**config.mk**
```make
export PLATFORM = sky130hd
export DESIGN_NAME = machine_timer
export DESIGN_NICKNAME = d
export VERILOG_FILES = /design/src/rtl/machine_timer.sv
export SDC_FILE = /design/constraint.sdc
export NUM_CORES = 1
export LEC_CHECK = 0
export ABC_AREA = 1
export CORE_UTILIZATION = 52
export CTS_BUF_LIST = sky130_fd_sc_hd__clkbuf_16
export CTS_CLUSTER_SIZE = 8
export DETAILED_ROUTE_END_ITERATION = 10
export PLACE_DENSITY = 0.77
export SYNTH_ARGS = -nofsm -noshare
export SYNTH_HDL_FRONTEND = slang
export SYNTH_SLANG_ARGS = --single-unit
```
**constraint.sdc**
```tcl
create_clock -name clk -period 1.8 [get_ports clk]
set_input_delay 0.18 -clock clk [delete_from_list [all_inputs] [get_ports clk]]
set_output_delay 0.18 -clock clk [all_outputs]
set_load 0.02 [all_outputs]
```
**src/rtl/machine_timer.sv**
```systemverilog
// machine_timer: bus-mapped prescaled counter with compare match, pending flag and level timer interrupt
module machine_timer #(
  parameter int ADDR_W  = 4,
  parameter int PRESC_W = 16,
  parameter int INT_W   = 8
) (
  input  logic              clk,
  input  logic              rstn,
  input  logic              req_i,
  input  logic              we_i,
  input  logic [ADDR_W-1:0] addr_i,
  input  logic [31:0]       wdata_i,
  output logic [31:0]       rdata_o,
  output logic              ack_o,
  output logic [INT_W-1:0]  int_o
);
  logic en, ie, pend, ar;
  logic [PRESC_W-1:0] presc, psc;
  logic [31:0] count, cmp, rd_val;
  logic [1:0] off;
  logic wr_ctrl, wr_presc, wr_count, wr_cmp, tick, match, set_pend, clr_pend, unused;
  assign off      = addr_i[3:2];
  assign unused   = ^addr_i;
  assign wr_ctrl  = req_i && we_i && off == 2'd0;
  assign wr_presc = req_i && we_i && off == 2'd1;
  assign wr_count = req_i && we_i && off == 2'd2;
  assign wr_cmp   = req_i && we_i && off == 2'd3;
  assign tick     = en && psc == presc;
  assign match    = count == cmp;
  // a COUNT write on a tick edge suppresses that edge's match
  assign set_pend = tick && match && !wr_count;
  assign clr_pend = wr_ctrl && wdata_i[2];
  assign int_o    = {{(INT_W-1){1'b0}}, pend & ie};
  always_comb
    rd_val = off == 2'd0 ? {28'd0, ar, pend, ie, en} :
             off == 2'd1 ? 32'(presc) :
             off == 2'd2 ? count : cmp;
  always_ff @(posedge clk or negedge rstn)
    if (!rstn) begin
      {en, ie, pend, ar} <= '0;
      presc   <= '0;
      psc     <= '0;
      count   <= '0;
      cmp     <= '0;
      rdata_o <= '0;
      ack_o   <= 1'b0;
    end else begin
      ack_o   <= req_i;
      rdata_o <= (req_i && !we_i) ? rd_val : '0;
      if (wr_ctrl) {ar, ie, en} <= {wdata_i[3], wdata_i[1:0]};
      pend <= set_pend | (pend & ~clr_pend);
      if (wr_presc) presc <= wdata_i[PRESC_W-1:0];
      if (wr_cmp) cmp <= wdata_i;
      count <= wr_count ? wdata_i : tick ? ((match && ar) ? '0 : count + 32'd1) : count;
      psc <= (!en || tick || wr_presc || wr_count || (wr_ctrl && !wdata_i[0])) ? '0 : psc + PRESC_W'(1);
    end
endmodule

```
==> key figures <==
Place
  • GP Congestion: 0.966
  • Hpwl dp: 14.7 mm
  • Buffers on Ports: 71
  • Post-DP Area: 9120 µm²

Die
  • Placeable Area: 14100 µm²
  • Row count: 43
  • Starting Density: 54.1%
  • Die Area: 15200 µm²
  • IO Pins: 81
  • Die X-Extent: 123 µm
  • DIE HEIGHT: 123 µm

Global route
  • Total GRT Usage: 29.0%
  • Initial antenna violation count: 0
  • Total gr overflow: 0
  • First-pass GRT wire length: 33.1 mm
  • Number of global-route vias before repair: 6662
  • Pin count of the biggest net entering global routing: 58

Detailed routing
  • Antenna viol nets, final: 0
  • Vias per cell: 5.32
  • Drt pass-1 iters: 6
  • Drt total wl: 21.6 mm
  • DR DRC count: 0
  • Initial drt markers: 810
  • Via Count: 7356
  • Routed wire per std cell: 15.6 µm

Cells and area
  • Layout cells sized above 1: 17.5%
  • Commonest cells after routing, fill and taps aside: nand2_1, inv_1, dfrtp_1
  • Final Instance Area: 10000 µm²
  • Fillcell total: 1074
  • Antenna cell count: 0
  • Final nets: 1233
  • Synth-to-Final Area Change: 31.5%
  • Commonest non-fill, non-tap cell in the layout: nand2_1

Timing
  • Tcrit/Tclk final: 100%
  • Final slew viol count: 0
  • Worst setup margin: -0.000971 ns
  • Unrepaired setup endpoints after global routing: true
  • Setup Skew: 0.00804 ns
  • Min Tclk post-route: 1.80 ns
  • Hold Vio Cnt, Final: 0
  • Setup-failing EPs final: 2
  • F_max: 555 MHz

Setup path
  • Worst path most repeated cell: nand2_1
  • CP peak stage delay: 0.40 ns
  • Worst path arrival time: 2.12 ns
  • Crit path cell chain: inv_1 > nand2_1 > a21oi_2 > nand2_1 > nor2_4 > nand3_4 > nand2_8 > clkbuf_16 > o21ai_2 > inv_1 > nand2_1
  • R2r startpoint: presc[10]
  • Worst-path maximum fanout: 8
  • Worst Setup Start Kind: flip-flop
  • Crit path capture type: flip-flop
  • Critical path class: reg2reg
  • Slowest stage cell on the critical path: dfrtp_1
  • Crit. Startpoint: presc[10]
  • CP Data Required Time: 2.12 ns

Clocking
  • CTS tree: done
  • H-tree Lvls: 4
  • CTS sink cnt: 133
  • Clk Latency, worst-skew pair: 0.43 ns
  • Clk slew on worst S/H paths: 0.05 ns
  • CTS buffer count: 17
  • CTS Root Cell: clkbuf_16
  • Max clock buf depth: 2

Min path
  • Class of the worst hold path: in2async

Status
  • Violated checks: setup timing
  • Status: finished, violations left

Logic synthesis
  • Mapped Cells: 1051
  • Sequential area share after synthesis: 43.6%
  • Yosys reg bits: 133
  • Syn Std Cell Area: 7630 µm²
  • Syn. warnings: 0
  • Distinct cell type count after synthesis: 32
  • Post-Syn Area per Cell: 7.26 µm²

Flow run
  • Max cap viols: 0

Power and ir drop
  • Peak VDD IR: 0.000784 V
  • Leak: 4.91 nW
  • Overall power: 9.48 mW
  • Pwr/cell area: 945 nW/µm²
power by group:
part	internal, mW	switching, mW	leakage (nW)	total (mW)
combinational	1.12	1.40	2.95	2.52
clock	1.85	1.28	0.267	3.12
sequential	3.42	0.417	1.68	3.84
total	6.39	3.09	4.91	9.48
timing repair:
item	in CTS	in global routing
cloned	0	3
resized for setup	2	90
buffers inserted	0	7
setup endpoints to repair	12	36
hold buffers	1	0
pin swaps	0	11
endpoints found under the hold margin	62	0
cell usage after synthesis, drive strengths merged:
master / n / area share, %
nand3b: 1 / 0.098
clkbuf: 17 / 0.85
o2111ai: 1 / 0.34
nor4: 2 / 0.16
buf: 28 / 2.3
nor3b: 1 / 0.098
ha: 2 / 0.33
inv: 159 / 7.8
dfrtp: 133 / 44
a21oi: 52 / 3.6
conb: 1 / 0.049
clkinv: 2 / 0.098
nand3: 33 / 2.3
mux2: 14 / 2.1
nand2: 298 / 15
nor2: 109 / 5.4
nand4: 37 / 3.0
o21ai: 89 / 5.8
xnor2: 25 / 2.9
o32ai: 1 / 0.11
nor3: 21 / 1.4
xor2: 25 / 2.9
registers in the layout, summed over array words and instances, names as in the netlist:
register / count
en: 1
pend: 1
presc: 16
count: 32
psc: 16
ar: 1
ack_o: 1
cmp: 32
ie: 1
rdata_o: 32
metrics by stage:
stage	setup WS [ns]	utilization [%]	TNS, ns	hold slack (ns)	std cells
floorplan	0.129	-	0	-0.116	1057
global placement	-0.0295	64.7	-0.110	0.0901	1341
detailed placement	-0.0541	64.7	-0.351	0.0915	1341
CTS	0.0174	68.5	0	0.215	1374
global route	-0.127	71.2	-2.07	0.236	1384
finish	-0.000971	71.2	-0.00141	0.213	1384
metal layers:
layer | routed length (µm) | vias up | global-route usage, %
met5 | 0 | - | 0
met4 | 357 | 0 | 8.96
met3 | 1720 | 32 | 5.44
met2 | 10200 | 317 | 46.2
met1 | 9380 | 3437 | 40.2
li1 | - | 3570 | -
layout make-up:
type	count	area, µm²	area share (%)
multi-input cells	718	3730	37.2
flip-flops and latches	133	3330	33.2
repair buffers	160	1620	16.1
inverters	161	604	6.02
clock buffers	17	425	4.24
well taps	180	225	2.24
clock inverters	15	98.8	0.985
final timing paths:
path                                to  slack [ns]  cells past startpoint
max                          count[30]      -0.001                     11
min                        rdata_o[10]        0.21                      2
max reg2reg                  count[30]      -0.001                     11
min reg2reg                  presc[10]        0.53                      2
max in group asynchronous      cmp[30]        0.96                      3
min in group clk                 ack_o        0.26                      1
kinds of logic (layout without fill, tap and decap cells):
family	Yosys count	in the layout	synth area share, %
DFF	133	133	43.6
muxes	14	14	2.07
buffers and inverters	206	353	11.1
and+or+nand+nor	502	502	27.2
adders and majority gates	2	2	0.328
AOI/OAI and AO/OA	143	143	9.90
other	1	7	0.0491
xor gates and xnor gates	50	50	5.74
worst max-delay path, delay by kind of cell, from the launching register on:
family / cells / cell delay, ns
compound gates: 2 / 0.27
buf+inv: 3 / 0.33
flops: 1 / 0.40
simple gates: 6 / 0.70
No activity file was read; power rests on OpenSTA's default activity.
